**config.mk**
```make
export PLATFORM = sky130hd
export DESIGN_NAME = sqrt_iter_unit
export DESIGN_NICKNAME = d
export VERILOG_FILES = /design/src/rtl/sqrt_pkg.sv /design/src/rtl/sqrt_step.sv /design/src/rtl/sqrt_iter_unit.sv
export SDC_FILE = /design/constraint.sdc
export NUM_CORES = 1
export LEC_CHECK = 0
export ABC_AREA = 1
export BUFFER_PORTS_ARGS = -buffer_cell sky130_fd_sc_hd__buf_2
export CAP_MARGIN = 20
export CORE_AREA = 2 2 71 107
export CTS_BUF_LIST = sky130_fd_sc_hd__clkbuf_4 sky130_fd_sc_hd__clkbuf_8 sky130_fd_sc_hd__clkbuf_16
export DETAILED_ROUTE_END_ITERATION = 8
export DIE_AREA = 0 0 73 109
export GPL_ROUTABILITY_DRIVEN = 0
export SYNTH_ARGS = -nofsm -noshare
export SYNTH_HDL_FRONTEND = slang
export SYNTH_SLANG_ARGS = --single-unit
```
**constraint.sdc**
```tcl
create_clock -name clk -period 1.6 [get_ports clk]
set_input_delay 0.16 -clock clk [delete_from_list [all_inputs] [get_ports clk]]
set_output_delay 0.16 -clock clk [all_outputs]
set_load 0.05 [all_outputs]
```
**src/rtl/sqrt_pkg.sv**
```systemverilog
// rtl/sqrt_pkg.sv - shared state type, default width and width helpers for sqrt_iter_unit
package sqrt_pkg;

    localparam int DEFAULT_WIDTH = 16;

    typedef enum logic [1:0] {
        IDLE = 2'd0,
        CALC = 2'd1,
        DONE = 2'd2
    } state_t;

    function automatic int root_w(input int width);
        return width / 2;
    endfunction

    function automatic int rem_w(input int width);
        return width / 2 + 1;
    endfunction

endpackage

```
**src/rtl/sqrt_step.sv**
```systemverilog
// rtl/sqrt_step.sv - one combinational restoring square-root step (one root bit per call)
module sqrt_step
    import sqrt_pkg::*;
#(
    parameter int WIDTH = DEFAULT_WIDTH
) (
    input  logic [rem_w(WIDTH)-1:0]  rem_p,
    input  logic [root_w(WIDTH)-1:0] root_p,
    input  logic [1:0]               bits,
    output logic [rem_w(WIDTH)-1:0]  rem_next,
    output logic                     root_bit
);

    localparam int ROOT_W = root_w(WIDTH);
    localparam int REM_W  = rem_w(WIDTH);
    localparam int T_W    = ROOT_W + 3;

    logic [T_W-1:0]   sum_in;
    logic [T_W-1:0]   sub;
    logic [REM_W-1:0] diff;
    logic             t_nonneg;

    assign sum_in = {rem_p, bits};
    assign sub    = {1'b0, root_p, 2'b01};

    // The sign of t is taken from a full-width compare; the difference itself
    // always fits in REM_W bits because rem never exceeds twice the partial root.
    assign t_nonneg = (sum_in >= sub);
    assign diff     = sum_in[REM_W-1:0] - sub[REM_W-1:0];

    always_comb begin
        if (t_nonneg) begin
            rem_next = diff;
            root_bit = 1'b1;
        end else begin
            rem_next = sum_in[REM_W-1:0];
            root_bit = 1'b0;
        end
    end

endmodule

```
**src/rtl/sqrt_iter_unit.sv**
```systemverilog
// rtl/sqrt_iter_unit.sv - iterative integer square root, one bit per clock; SQRT_ROUND_EN selects rounded root
module sqrt_iter_unit
    import sqrt_pkg::*;
#(
    parameter int WIDTH = DEFAULT_WIDTH
) (
    input  logic               clk,
    input  logic               clr,
    input  logic               start,
    input  logic [WIDTH-1:0]   radicand,
    output logic               busy,
    output logic               done,
    output logic [WIDTH/2-1:0] root,
    output logic [WIDTH/2:0]   rem
);

    localparam int N     = root_w(WIDTH);
    localparam int REM_W = rem_w(WIDTH);
    localparam int CNT_W = (N > 1) ? $clog2(N) : 1;

    state_t           state;
    state_t           state_next;
    logic [WIDTH-1:0] shreg;
    logic [REM_W-1:0] rem_p;
    logic [REM_W-1:0] rem_step;
    logic [N-1:0]     root_p;
    logic [N-1:0]     root_step;
    logic [N-1:0]     root_final;
    logic             root_bit;
    logic [CNT_W-1:0] cnt;

    sqrt_step #(.WIDTH(WIDTH)) u_step (
        .rem_p    (rem_p),
        .root_p   (root_p),
        .bits     (shreg[WIDTH-1 -: 2]),
        .rem_next (rem_step),
        .root_bit (root_bit)
    );

    assign root_step = {root_p[N-2:0], root_bit};

    // Rounding is decided from the final step's remainder, so it adds no cycle.
    always_comb begin
        root_final = root_step;
`ifdef SQRT_ROUND_EN
        if ((rem_step > {1'b0, root_step}) && (root_step != '1)) begin
            root_final = root_step + N'(1);
        end
`endif
    end

    always_ff @(posedge clk) begin
        if (!clr) begin
            state <= IDLE;
        end else begin
            state <= state_next;
        end
    end

    always_comb begin
        state_next = state;
        case (state)
            IDLE:    if (start) state_next = CALC;
            CALC:    if (cnt == '0) state_next = DONE;
            DONE:    state_next = IDLE;
            default: state_next = IDLE;
        endcase
    end

    always_ff @(posedge clk) begin
        if (!clr) begin
            shreg  <= '0;
            rem_p  <= '0;
            root_p <= '0;
            cnt    <= '0;
            root   <= '0;
            rem    <= '0;
        end else begin
            case (state)
                IDLE: begin
                    if (start) begin
                        shreg  <= radicand;
                        rem_p  <= '0;
                        root_p <= '0;
                        cnt    <= CNT_W'(N - 1);
                    end
                end
                CALC: begin
                    shreg  <= {shreg[WIDTH-3:0], 2'b00};
                    rem_p  <= rem_step;
                    root_p <= root_step;
                    cnt    <= cnt - CNT_W'(1);
                    if (cnt == '0) begin
                        root <= root_final;
                        rem  <= rem_step;
                    end
                end
                default: ;
            endcase
        end
    end

    assign busy = (state == CALC);
    assign done = (state == DONE);

endmodule

```
== Yosys cells after proc, flatten, opt, wreduce, memory -nomap -nowiden ==
Index checks and enable logic that the tools add are counted.

* Input bits: 19
* Output and inout port bits: 19
* Bits in registers: 55

* Eq/ne operators: 4
* Reduce and logical (&&, ||, !) cells: 6
* $add $sub $neg: 2
* Order comparisons: 1
* Mux-type cells: 13

{| class="wikitable"
|+ Operator list
! kind !! count
|-
| $pmux 16 s2 || 1
|-
| $mux 9 || 2
|-
| $pmux 9 s2 || 1
|-
| $mux 16 || 1
|-
| $pmux 8 s2 || 1
|-
| $ge 11x10->1 || 1
|-
| $sub 9x9->9 || 1
|-
| $mux 8 || 1
|-
| $pmux 3 s2 || 1
|-
| $reduce_and 2->1 || 3
|-
| $mux 2 || 2
|-
| $pmux 2 s2 || 1
|-
| $logic_not 3->1 || 1
|-
| $mux 3 || 1
|-
| $sub 3x1->3 const B || 1
|-
| $eq 2x1->1 const B || 1
|-
| $eq 2x2->1 const B || 1
|-
| $logic_not 2->1 || 1
|-
| $ne 2x1->1 const B || 1
|-
| $ne 2x2->1 const B || 1
|-
| $reduce_bool 2->1 || 1
|-
| $mux 1 || 1
|}

== Logic depth before layout (Yosys ltp) ==
Gate-level depths: netlist (run 1).

* Depth after elaboration: 3
* Gate-level depth with buffers: 13
* Mapped depth without buffers: 13

== Hierarchy ==
Synthesis (run 1) repeated with hierarchy kept, for this count alone.

* Cells, all modules: 417
* Area total of the unflattened synthesis: 2,900.3 µm²

{| class="wikitable"
|+ Modules (own cells, without submodules)
! module !! times used !! area each (µm²) !! cells an instance
|-
| sqrt_iter_unit || 1 || 2,178.3 || 294
|-
| sqrt_step || 1 || 721.9 || 123
|}

== Least setup slack after synthesis (run 1) ==
OpenSTA, ideal clock, no wires.

* Kind: reg2reg
* Start point: register root_p[0]
* End point: register rem[3]
* Arrival time: 1.539 ns
* Clock period less this slack: 1.653 ns
* Stages on the path, launching flop included: 13
* Slack: -0.053 ns
* Cell sequence: dfxtp_1 > inv_1 > ha_1 > a21oi_1 > nand2_1 > nand2_2 > nand2_2 > nand2_4 > nand2_8 > nand2_1 > nand2_1 > o21ai_1 > inv_1

* Cells in the longest elaborated chain, start to end: 2
* Elaborated cells between the ends (all ways): 3
* Classes of those cells: 1 x add/sub; 1 x order compare; 1 x mux

{| class="wikitable"
|+ Ends and longest elaborated chain
! item !! RTL line !! RTL
|-
| from (decl) || sqrt_iter_unit.sv:26 || <nowiki>logic [N-1:0] root_p;</nowiki>
|-
| from (signal assigned) || sqrt_iter_unit.sv:91 || <nowiki>root_p <= root_step;</nowiki>
|-
| $sub 9x9->9 or $ge 11x10->1 (tied branches) || sqrt_step.sv:29, sqrt_step.sv:28 ||
|-
| $mux 9 (*) || sqrt_step.sv:32 || <nowiki>if (t_nonneg) begin</nowiki>
|-
| to (signal assigned) || sqrt_iter_unit.sv:95 || <nowiki>rem <= rem_step;</nowiki>
|-
| to (decl) || sqrt_iter_unit.sv:14 || <nowiki>output logic [WIDTH/2:0] rem</nowiki>
|}

Every way passes the cells marked *; elsewhere a longest branch is shown, timed or not.
A chain may end at the register's enable or synchronous reset.

== Worst setup path in the final report (run 1) ==
* Start point: register root_p[2]
* End point: register rem[1]

* Cells in the longest elaborated chain, start to end: 2

{| class="wikitable"
|+ Ends and longest elaborated chain
! item !! RTL line !! RTL
|-
| $ge 11x10->1 || sqrt_step.sv:28 || <nowiki>assign t_nonneg = (sum_in >= sub);</nowiki>
|-
| $mux 9 || sqrt_step.sv:32 ||
|}

No other way between the ends.

==> results of run 1 <==
worst reg2reg max path, cell delays in order (launching register included):
cell,delay (ns)
dfxtp_2,0.34
inv_2,0.05
ha_4,0.29
nand2_4,0.06
nor2_4,0.11
nand3b_1,0.15
nand2_4,0.15
clkinvlp_4,0.18
nand3_2,0.13
nand2_1,0.06
a21o_1,0.16
inv_1,0.05
stage by stage:
step / TNS [ns] / hold WS, ns
after floorplan: 0 / 0.307
after global placement: -2.45 / 0.413
after global routing: -3.20 / 0.0787
after detailed placement: -3.03 / 0.422
after CTS: -1.19 / 0.0695
final: -1.80 / 0.0834
metal layers:
| layer | GRT usage | share of wire |
|---|---|---|
| met1 | 0.215 | 0.39 |
| met2 | 0.365 | 0.54 |
| met3 | 0.0314 | 0.023 |
| met4 | 0.107 | 0.042 |
| met5 | 0 | 0 |
repair_timing:
action                     CTS  global route
cloned                       3             0
pin swaps                   27            21
gates resized for setup     64            31
setup endpoints to repair   21            26
setup buffers                9             6
hold buffers                 0             0
cell usage in the layout, fill, tap and decap left out, types with 3 or more instances in the layout:
cell	n
nand2_1	89
buf_4	50
a21oi_1	43
dfxtp_1	40
nor2_1	37
buf_2	36
inv_1	31
nand2_2	18
nand3_1	16
inv_2	14
o21ai_1	14
dfxtp_2	14
nand3_2	8
ha_4	8
a21oi_2	7
nand2_4	6
nor2_2	5
clkbuf_8	5
o21ai_2	4
ha_1	4
nand2_8	3
nor2_4	3
xor2_1	3
o21ai_0	3
buf_12	3
buf_6	3
registers in the layout, indices dropped and copies added, names as in the netlist:
signal,flops
root_p,8
rem_p,9
cnt,3
rem,9
shreg,16
state,2
root,8
final cells by class:
class / count / share of cell area
multi-input combinational: 282 / 0.445
clock inverter: 3 / 0.00608
timing repair buffer: 93 / 0.170
tap: 80 / 0.0256
timing repair inverter: 1 / 0.00192
sequential: 55 / 0.287
inverter: 47 / 0.0470
clock buffer: 5 / 0.0176
cells by family after synthesis:
kind of cell,count (synthesis),synth area share
and+or+nand+nor,187,0.293
AOI/OAI and AO/OA,77,0.146
buffers and inverters,63,0.0955
DFF,55,0.398
adders and majority gates,12,0.0543
xor gates and xnor gates,4,0.0127
power breakdown:
part / total (mW) / switching, mW / internal, mW
Combinational: 6.93 / 4.04 / 2.89
Sequential: 1.83 / 0.220 / 1.61
Clock: 0.818 / 0.500 / 0.318
Yosys cell counts:
cell | n | area (µm²)
inv_2 | 6 | 22.5
a211oi_1 | 2 | 15.0
nor3_1 | 1 | 5.00
a221oi_1 | 1 | 8.76
a21o_1 | 2 | 15.0
nand2_8 | 1 | 20.0
buf_6 | 2 | 22.5
dfxtp_1 | 55 | 1100
nand3_1 | 24 | 120
a21oi_1 | 50 | 250
xnor2_1 | 1 | 8.76
o21ai_1 | 18 | 90.1
nand2_2 | 2 | 12.5
nand3b_1 | 1 | 7.51
nor2_1 | 42 | 158
clkbuf_1 | 3 | 11.3
nor2_8 | 2 | 40.0
o21ai_0 | 3 | 15.0
ha_1 | 12 | 150
nor2_2 | 2 | 12.5
buf_2 | 10 | 50.1
inv_1 | 41 | 154
a21oi_2 | 1 | 8.76
buf_1 | 1 | 3.75
nand2_1 | 110 | 413
xor2_1 | 3 | 26.3
nand2_4 | 1 | 11.3
nor2_4 | 1 | 11.3
final timing paths:
path,from,to,slack (ns),depth (start not counted)
setup / recovery,root_p[2],rem[1],-0.17,11
hold / removal,radicand[0],shreg[0],0.08,3
setup reg to reg,root_p[2],rem[1],-0.17,11
hold reg to reg,shreg[2],shreg[2],0.48,2
==> results.json, run 1 <==
{
  "status": "finished, violations left",
  "violations": "negative setup slack",
  "cts_buffers": 5,
  "diodes": 0,
  "die_w_um": 73,
  "rows": 38,
  "start_util": 0.390,
  "syn_nets": 429,
  "path_max_fanout": 5,
  "clock_skew_ns": 0.0106,
  "cts_num_sinks": 55,
  "path_buf_inv": 3,
  "cts_tree": "yes",
  "drv_slew": 0,
  "overflow": 0,
  "p_total_mw": 9.58,
  "n_fill_cell": 662,
  "crit_slowest_cell": "dfxtp_2",
  "synth_seq_cells": 55,
  "firstDrtPassIters": 4,
  "max-vdd-ir-drop_uv": 1500,
  "fmax_ghz": 0.564,
  "setup_viol": 20,
  "path_delay_family": "simple AND/OR/NAND/NOR gates",
  "track_usage": 0.200,
  "syn-cell-area_um2": 2760,
  "die_h_um": 109,
  "finalWirelength_um": 7510,
  "core_area_um2": 7080,
  "worst_pin_slew_ns": 0.366,
  "final_nets": 516,
  "first_iter_violations": 123,
  "grt_pass1_vias": 2672,
  "synthDistinctLibCells": 28,
  "multi_input_area_um2": 1740,
  "htree_levels": 2,
  "place_ws_ns": -0.207,
  "syn_inst": 398,
  "path_class": "register to register",
  "finalWorstSetupSlack_ns": -0.174,
  "dp_hpwl_um": 5180,
  "wl_per_cell_um": 13.3,
  "cap_violations": 0,
  "grt_pass1_wl_um": 12200,
  "total_leakage_power_nw": 1.81,
  "final_cells": 566,
  "worst_setup_path_end_kind": "register",
  "hp-class": "primary input to register",
  "grt_setup_unrepaired": "yes",
  "dp_cells": 540,
  "crit_path_frequent_cell": "nand2_4",
  "ys_seq_area_frac": 0.398,
  "seq_area_um2": 1120,
  "dieArea_um2": 7960,
  "required_ns": 1.87,
  "critPathArrivalTime_ns": 2.04,
  "cpPeakStageDelay_ns": 0.34,
  "drive_above_1_share": 0.409,
  "vias": 2828,
  "crit_chain": "inv_2 -> ha_4 -> nand2_4 -> nor2_4 -> nand3b_1 -> nand2_4 -> clkinvlp_4 -> nand3_2 -> nand2_1 -> a21o_1 -> inv_1",
  "placed_area_um2": 3350,
  "drc_errors": 0,
  "io_buffers": 37,
  "area.growth.synth_to_final_pct": 41.5,
  "cts_root_buf": "clkbuf_8",
  "clock_latency_ns": 0.32,
  "final_cell_area_um2": 3910,
  "start_kind": "register",
  "yosysWarnings": 0,
  "grt_start_max_net_pins": 41,
  "slew_headroom": 0.756,
  "viasPerCell": 5.00,
  "clk_pin_slew_worst_paths_ns": 0.10,
  "grt_antenna_before_repair": 0,
  "final-hold-violation-count": 0,
  "antenna_left": 0,
  "clock_path_buffers": 2,
  "period_needed_ns": 1.77,
  "powerDensity_nw_per_um2": 2450,
  "fin_util": 0.552,
  "avgSynthCellArea_um2": 6.94,
  "pin_count": 38,
  "fin_crit_sh": 1.11
}
(Power assumes the default switching activity.)
==> run 2: changes to the inputs <==
--- a/config.mk
+++ b/config.mk
@@ -5,7 +5,6 @@
 export SDC_FILE = /design/constraint.sdc
 export NUM_CORES = 1
 export LEC_CHECK = 0
-export ABC_AREA = 1
 export BUFFER_PORTS_ARGS = -buffer_cell sky130_fd_sc_hd__buf_2
 export CAP_MARGIN = 20
 export CORE_AREA = 2 2 71 107
==> run 2 against run 1 <==
Compared with the run above:
- the run still ends with negative setup slack left
- sequential cell count did not move
- non-clock buffer count decreased by 3
- count of clock-buffer cells in the layout is 2 higher
- combinational power is 24% lower
- worst hold slack improved by 0.081 ns
- register-to-register slack worse by 0.19 ns
- clock skew down 0.0041 ns
- synthesized area decreased by 1.0%
==> results.json, run 2 <==
{
  "setup_viol": 20,
  "mostFrequentLayoutCells": "buf_4, dfxtp_1, buf_2",
  "finalWorstSetupSlack_ns": -0.362,
  "synth_commonest_cells": "dfxtp_1, nor2_1, a21oi_1, nand2_1, nor2b_1",
  "start_kind": "register",
  "worst_setup_path_end_kind": "register",
  "wl_per_cell_um": 15.3,
  "grt_start_max_net_pins": 35,
  "htree_levels": 2,
  "vias": 2569,
  "cts_num_sinks": 55,
  "drc_errors": 0,
  "syn-cell-area_um2": 2740,
  "crit_path_frequent_cell": "buf_12",
  "total_leakage_power_nw": 1.54,
  "required_ns": 1.81,
  "largest_reg_flops": 16,
  "synth_most_common_cell": "dfxtp_1",
  "path_buf_inv": 3,
  "die_h_um": 109,
  "switching_power_mw": 3.14,
  "placed_area_um2": 3470,
  "viasPerCell": 5.36,
  "combPwrFrac": 0.670,
  "syn_nets": 354,
  "clock_path_buffers": 2,
  "dieArea_um2": 7960,
  "overflow": 0,
  "fin_crit_sh": 1.23,
  "grt_pass1_wl_um": 11400,
  "pin_count": 38,
  "diodes": 0,
  "rows": 38,
  "crit_end": "root_p[0]",
  "r2r_cells": 9,
  "final_nets": 429,
  "cts_buffers": 5,
  "synth_top_area_frac": 0.403,
  "power.share.clock": 0.107,
  "path_max_fanout": 6,
  "antenna_left": 0,
  "drv_slew": 0,
  "powerDensity_nw_per_um2": 2110,
  "violations": "negative setup slack",
  "io_buffers": 37,
  "status": "finished, violations left",
  "crit_start": "root_p[6]",
  "clk_pin_slew_worst_paths_ns": 0.10,
  "synth_ff_type": "dfxtp_1",
  "clock_skew_ns": 0.00653,
  "cpPeakStageDelay_ns": 0.36,
  "finalWirelength_um": 7340,
  "ctsHoldBuffers": 0,
  "max-vdd-ir-drop_uv": 1240,
  "r2r_slack_ns": -0.36,
  "synth_seq_cells": 55,
  "min_from": "clr",
  "grt_pass1_vias": 2430,
  "synthDistinctLibCells": 42,
  "crit_chain": "inv_2 -> ha_4 -> a21o_1 -> a2111oi_4 -> nand2_2 -> buf_12 -> buf_12 -> a22oi_2 -> nor2_1",
  "final-hold-violation-count": 0,
  "pwr-share-seq": 0.223,
  "firstDrtPassIters": 4,
  "core_area_um2": 7080,
  "synth.largest_area_cell": "dfxtp_1",
  "reg_top3": "shreg x16, rem x9, rem_p x9",
  "synthTopCellsByArea": "dfxtp_1, a21oi_1, o221a_2",
  "rr_startpoint": "root_p[6]",
  "avgSynthCellArea_um2": 8.47,
  "worst_pin_slew_ns": 0.324,
  "crit_cells": 9,
  "period_needed_ns": 1.96,
  "grt_antenna_before_repair": 0,
  "hp-class": "primary input to register",
  "syn_inst": 323,
  "dp_hpwl_um": 5310,
  "place_ws_ns": -0.354,
  "sw_frac_of_total": 0.399,
  "cts_root_buf": "clkbuf_8",
  "synth-edff-count": 0,
  "p_int_mw": 4.73,
  "critPathArrivalTime_ns": 2.17,
  "layout_commonest_cell": "buf_4",
  "area.growth.synth_to_final_pct": 36.5,
  "crit_slowest_cell": "dfxtp_2",
  "clock_latency_ns": 0.32,
  "grt_setup_unrepaired": "yes",
  "synthArstFlopShare": 0,
  "die_w_um": 73,
  "r2r_end": "root_p[0]",
  "ys_seq_area_frac": 0.403,
  "first_iter_violations": 76,
  "slew_headroom": 0.784,
  "cap_violations": 0,
  "start_util": 0.386,
  "fmax_ghz": 0.510,
  "cts_tree": "yes",
  "path_delay_family": "compound AO/OA/AOI/OAI gates",
  "path_class": "register to register",
  "track_usage": 0.186,
  "final_cell_area_um2": 3730,
  "fin_util": 0.527,
  "yosysWarnings": 0,
  "drive_above_1_share": 0.414,
  "regMostFlops": "shreg"
}
## run 2: cell count changes after synthesis, moves of 16 or more
cell / change
a21oi_1: -18
inv_1: -26
nand2_1: -82
nand3_1: -16
nor2b_1: +20
## run 2: layout make-up
type	instances	area (µm²)
tap	80	100
inverter	15	56.3
fill	655	3350
multi-input combinational	231	1700
clock buffer	7	90.1
sequential	55	1120
timing repair buffer	90	662
clock inverter	1	8.76
## run 2: logic make-up (layout without fill, tap and decap cells)
family	after synthesis	count (layout)	share of synthesized area
adders and majority gates	12	12	0.0549
muxes	5	5	0.0183
buffers and inverters	37	113	0.0576
and+or+nand+nor	112	112	0.194
xor gates and xnor gates	8	8	0.0256
DFF	55	55	0.403
AOI/OAI and AO/OA	94	94	0.247
## run 2: worst min-delay path by stage
stage	to	slack, ns	cells past startpoint
after detailed placement	root[6]	0.44	2
final	rem[7]	0.16	3
after global routing	rem[7]	0.17	3
after floorplan	cnt[1]	0.36	2
after CTS	rem[7]	0.15	3
after global placement	root[2]	0.44	2
## run 2: timing repair
item                                    4_1_cts  5_1_grt
setup buffers                                 4        2
gates cloned                                  0        1
pin swaps                                     5        7
endpoints found under the setup margin       21       22
resized for setup                            14       10
## run 2: stage by stage
stage                     total power, mW  TNS [ns]  std cells  hold WS [ns]
final                                7.87     -5.85        479         0.164
after global routing                 8.31     -7.93        479         0.174
after CTS                            7.39     -5.18        478         0.153
after detailed placement             5.80     -4.57        467         0.445
after global placement               5.79     -4.37        467         0.442
after floorplan                      4.52     -2.39        323         0.359
## run 2: power by group through the flow
| stage | combinational [mW] | sequential [mW] | clock (mW) |
|---|---|---|---|
| final | 5.27 | 1.75 | 0.843 |
| after detailed placement | 4.03 | 1.78 | 0 |
| after CTS | 4.77 | 1.75 | 0.875 |
| after floorplan | 2.61 | 1.91 | 0 |
| after global placement | 4.02 | 1.77 | 0 |
| after global routing | 5.60 | 1.77 | 0.929 |
## run 2: tightest hold or removal path, delay by kind of cell
| kind | cells | cell delay, ns |
|---|---|---|
| compound gates | 2 | 0.13 |
| buf+inv | 1 | 0.15 |
## run 2: per-layer routing
| layer | wire [µm] | GRT usage | vias up |
|---|---|---|---|
| met1 | 2970 | 0.202 | 1212 |
| met2 | 3850 | 0.335 | 56 |
| met4 | 264 | 0.101 | 0 |
| li1 | - | - | 1284 |
| met3 | 250 | 0.0296 | 17 |
| met5 | 0 | 0 | - |
==> run 3: changes to the inputs <==
--- a/config.mk
+++ b/config.mk
@@ -12,6 +12,7 @@
 export DETAILED_ROUTE_END_ITERATION = 8
 export DIE_AREA = 0 0 73 109
 export GPL_ROUTABILITY_DRIVEN = 0
+export RECOVER_POWER = 50
 export SYNTH_ARGS = -nofsm -noshare
 export SYNTH_HDL_FRONTEND = slang
 export SYNTH_SLANG_ARGS = --single-unit
==> run 3 against run 2 <==
Compared with the run above:
- the run still ends with negative setup slack left
- non-clock buffer count did not move
- highest routed layer unchanged
- via count rose by 0.43%
- routed wire length is 0.12% higher
- sequential cell count unchanged
- worst setup slack worse by 0.0033 ns
==> results.json, run 3 (synthesis gave the netlist of run 2 again) <==
{
  "cap_violations": 0,
  "drc_errors": 0,
  "max-vdd-ir-drop_uv": 1240,
  "whs_path_depth": 3,
  "ctsHoldBuffers": 0,
  "r2r_end": "root_p[0]",
  "clock_skew_ns": 0.00635,
  "setup_viol": 21,
  "start_util": 0.386,
  "grt_antenna_before_repair": 0,
  "crit_chain": "inv_2 -> ha_4 -> a21o_1 -> a2111oi_4 -> nand2_2 -> buf_12 -> buf_12 -> a22oi_2 -> nor2_1",
  "first_iter_violations": 92,
  "regMostFlops": "shreg",
  "dieArea_um2": 7960,
  "diodes": 0,
  "grt_start_max_net_pins": 35,
  "drive_above_1_share": 0.371,
  "powerDensity_nw_per_um2": 2120,
  "final_nets": 429,
  "finalWirelength_um": 7350,
  "fmax_ghz": 0.509,
  "crit_slowest_cell": "dfxtp_2",
  "worst_pin_slew_ns": 0.625,
  "path_max_fanout": 6,
  "io_buffers": 37,
  "r2r_cells": 9,
  "start_kind": "register",
  "mostFrequentLayoutCells": "buf_4, dfxtp_1, nor2_1",
  "hold_slack_ns": 0.167,
  "path_class": "register to register",
  "period_needed_ns": 1.97,
  "p_total_mw": 7.85,
  "grt_pass1_vias": 2430,
  "area.growth.synth_to_final_pct": 35.5,
  "track_usage": 0.186,
  "critPathArrivalTime_ns": 2.18,
  "cts_root_buf": "clkbuf_8",
  "grt_setup_unrepaired": "yes",
  "cpPeakStageDelay_ns": 0.36,
  "antenna_left": 0,
  "n_fill_cell": 666,
  "multi_input_area_um2": 1700,
  "total_leakage_power_nw": 1.47,
  "core_area_um2": 7080,
  "rows": 38,
  "status": "finished, violations left",
  "viasPerCell": 5.39,
  "worst_setup_path_end_kind": "register",
  "largest_reg_flops": 16,
  "cts_num_sinks": 55,
  "wl_per_cell_um": 15.3,
  "clock_path_buffers": 2,
  "overflow": 0,
  "min_from": "clr",
  "pin_count": 38,
  "finalWorstSetupSlack_ns": -0.365,
  "htree_levels": 2,
  "violations": "negative setup slack",
  "reg_top3": "shreg x16, rem x9, rem_p x9",
  "die_w_um": 73,
  "placed_area_um2": 3470,
  "r2r_slack_ns": -0.37,
  "final-hold-violation-count": 0,
  "vias": 2580,
  "fin_util": 0.523,
  "required_ns": 1.81,
  "grt_pass1_wl_um": 11400,
  "seq_area_um2": 1120,
  "final_cell_area_um2": 3700,
  "clock_latency_ns": 0.32,
  "rr_startpoint": "root_p[6]",
  "die_h_um": 109,
  "cts_tree": "yes",
  "layout_commonest_cell": "buf_4",
  "cts_buffers": 5,
  "drv_slew": 0,
  "hp-class": "primary input to register",
  "firstDrtPassIters": 4,
  "crit_path_frequent_cell": "buf_12",
  "slew_headroom": 0.585,
  "worstHoldEndpoint": "rem[7]",
  "fin_crit_sh": 1.23,
  "dp_hpwl_um": 5310,
  "clk_pin_slew_worst_paths_ns": 0.10
}
-- run 3: cell types whose count changed in the layout (fill, tap and decap cells not counted), sizes merged --
| cell | delta |
|---|---|
| clkbuf | +19 |
| buf | -19 |
-- run 3: cell type report --
cell class / count / share of cell area
Clock inverter: 1 / 0.00236
Timing Repair Buffer: 90 / 0.171
Clock buffer: 7 / 0.0243
Multi-Input combinational cell: 231 / 0.458
Tap cell: 80 / 0.0270
Inverter: 15 / 0.0152
Sequential cell: 55 / 0.302
-- run 3: how the worst max path moves through the flow --
stage                         start   endpoint  slack, ns  cells past startpoint
after floorplan           root_p[6]   rem_p[6]      -0.21                      8
after global placement    root_p[7]   rem_p[2]      -0.34                      9
after detailed placement  root_p[6]   rem_p[2]      -0.35                      9
after CTS                 root_p[6]   rem_p[2]      -0.32                      9
after global routing      root_p[6]     rem[8]      -0.46                      9
final                     root_p[6]  root_p[0]      -0.37                      9
-- run 3: metrics by stage --
stage          TNS, ns  setup WS [ns]  std cells
2_1_floorplan    -2.39         -0.212        323
3_3_place_gp     -4.37         -0.337        467
3_5_place_dp     -4.57         -0.354        467
4_1_cts          -5.18         -0.325        478
5_1_grt          -8.45         -0.461        479
6_report         -6.03         -0.365        479
-- run 3: repair_timing --
action	4_1_cts	5_1_grt
gates resized for setup	14	10
cloned	0	1
buffers inserted	4	2
hold endpoints to repair	0	0
pin swaps	5	7
setup endpoints to repair	21	22
-- run 3: layer usage --
metal / track usage / share of wire
met2: 0.335 / 0.53
met3: 0.0296 / 0.025
met4: 0.101 / 0.036
met5: 0 / 0
met1: 0.202 / 0.41
-- run 3: worst max-delay path: cells and delay by family (launching register included) --
family / cells / cell delay [ns]
adder cells (fa/ha/maj): 1 / 0.21
AO/OA/AOI/OAI: 3 / 0.68
flip-flops: 1 / 0.36
AND/OR/NAND/NOR: 2 / 0.24
buffers and inverters: 3 / 0.37
-- run 3: where the power goes --
group | switching (mW) | total [mW] | internal [mW]
Combinational | 2.49 | 5.25 | 2.76
Sequential | 0.170 | 1.75 | 1.58
Clock | 0.470 | 0.843 | 0.373
Total | 3.13 | 7.85 | 4.72
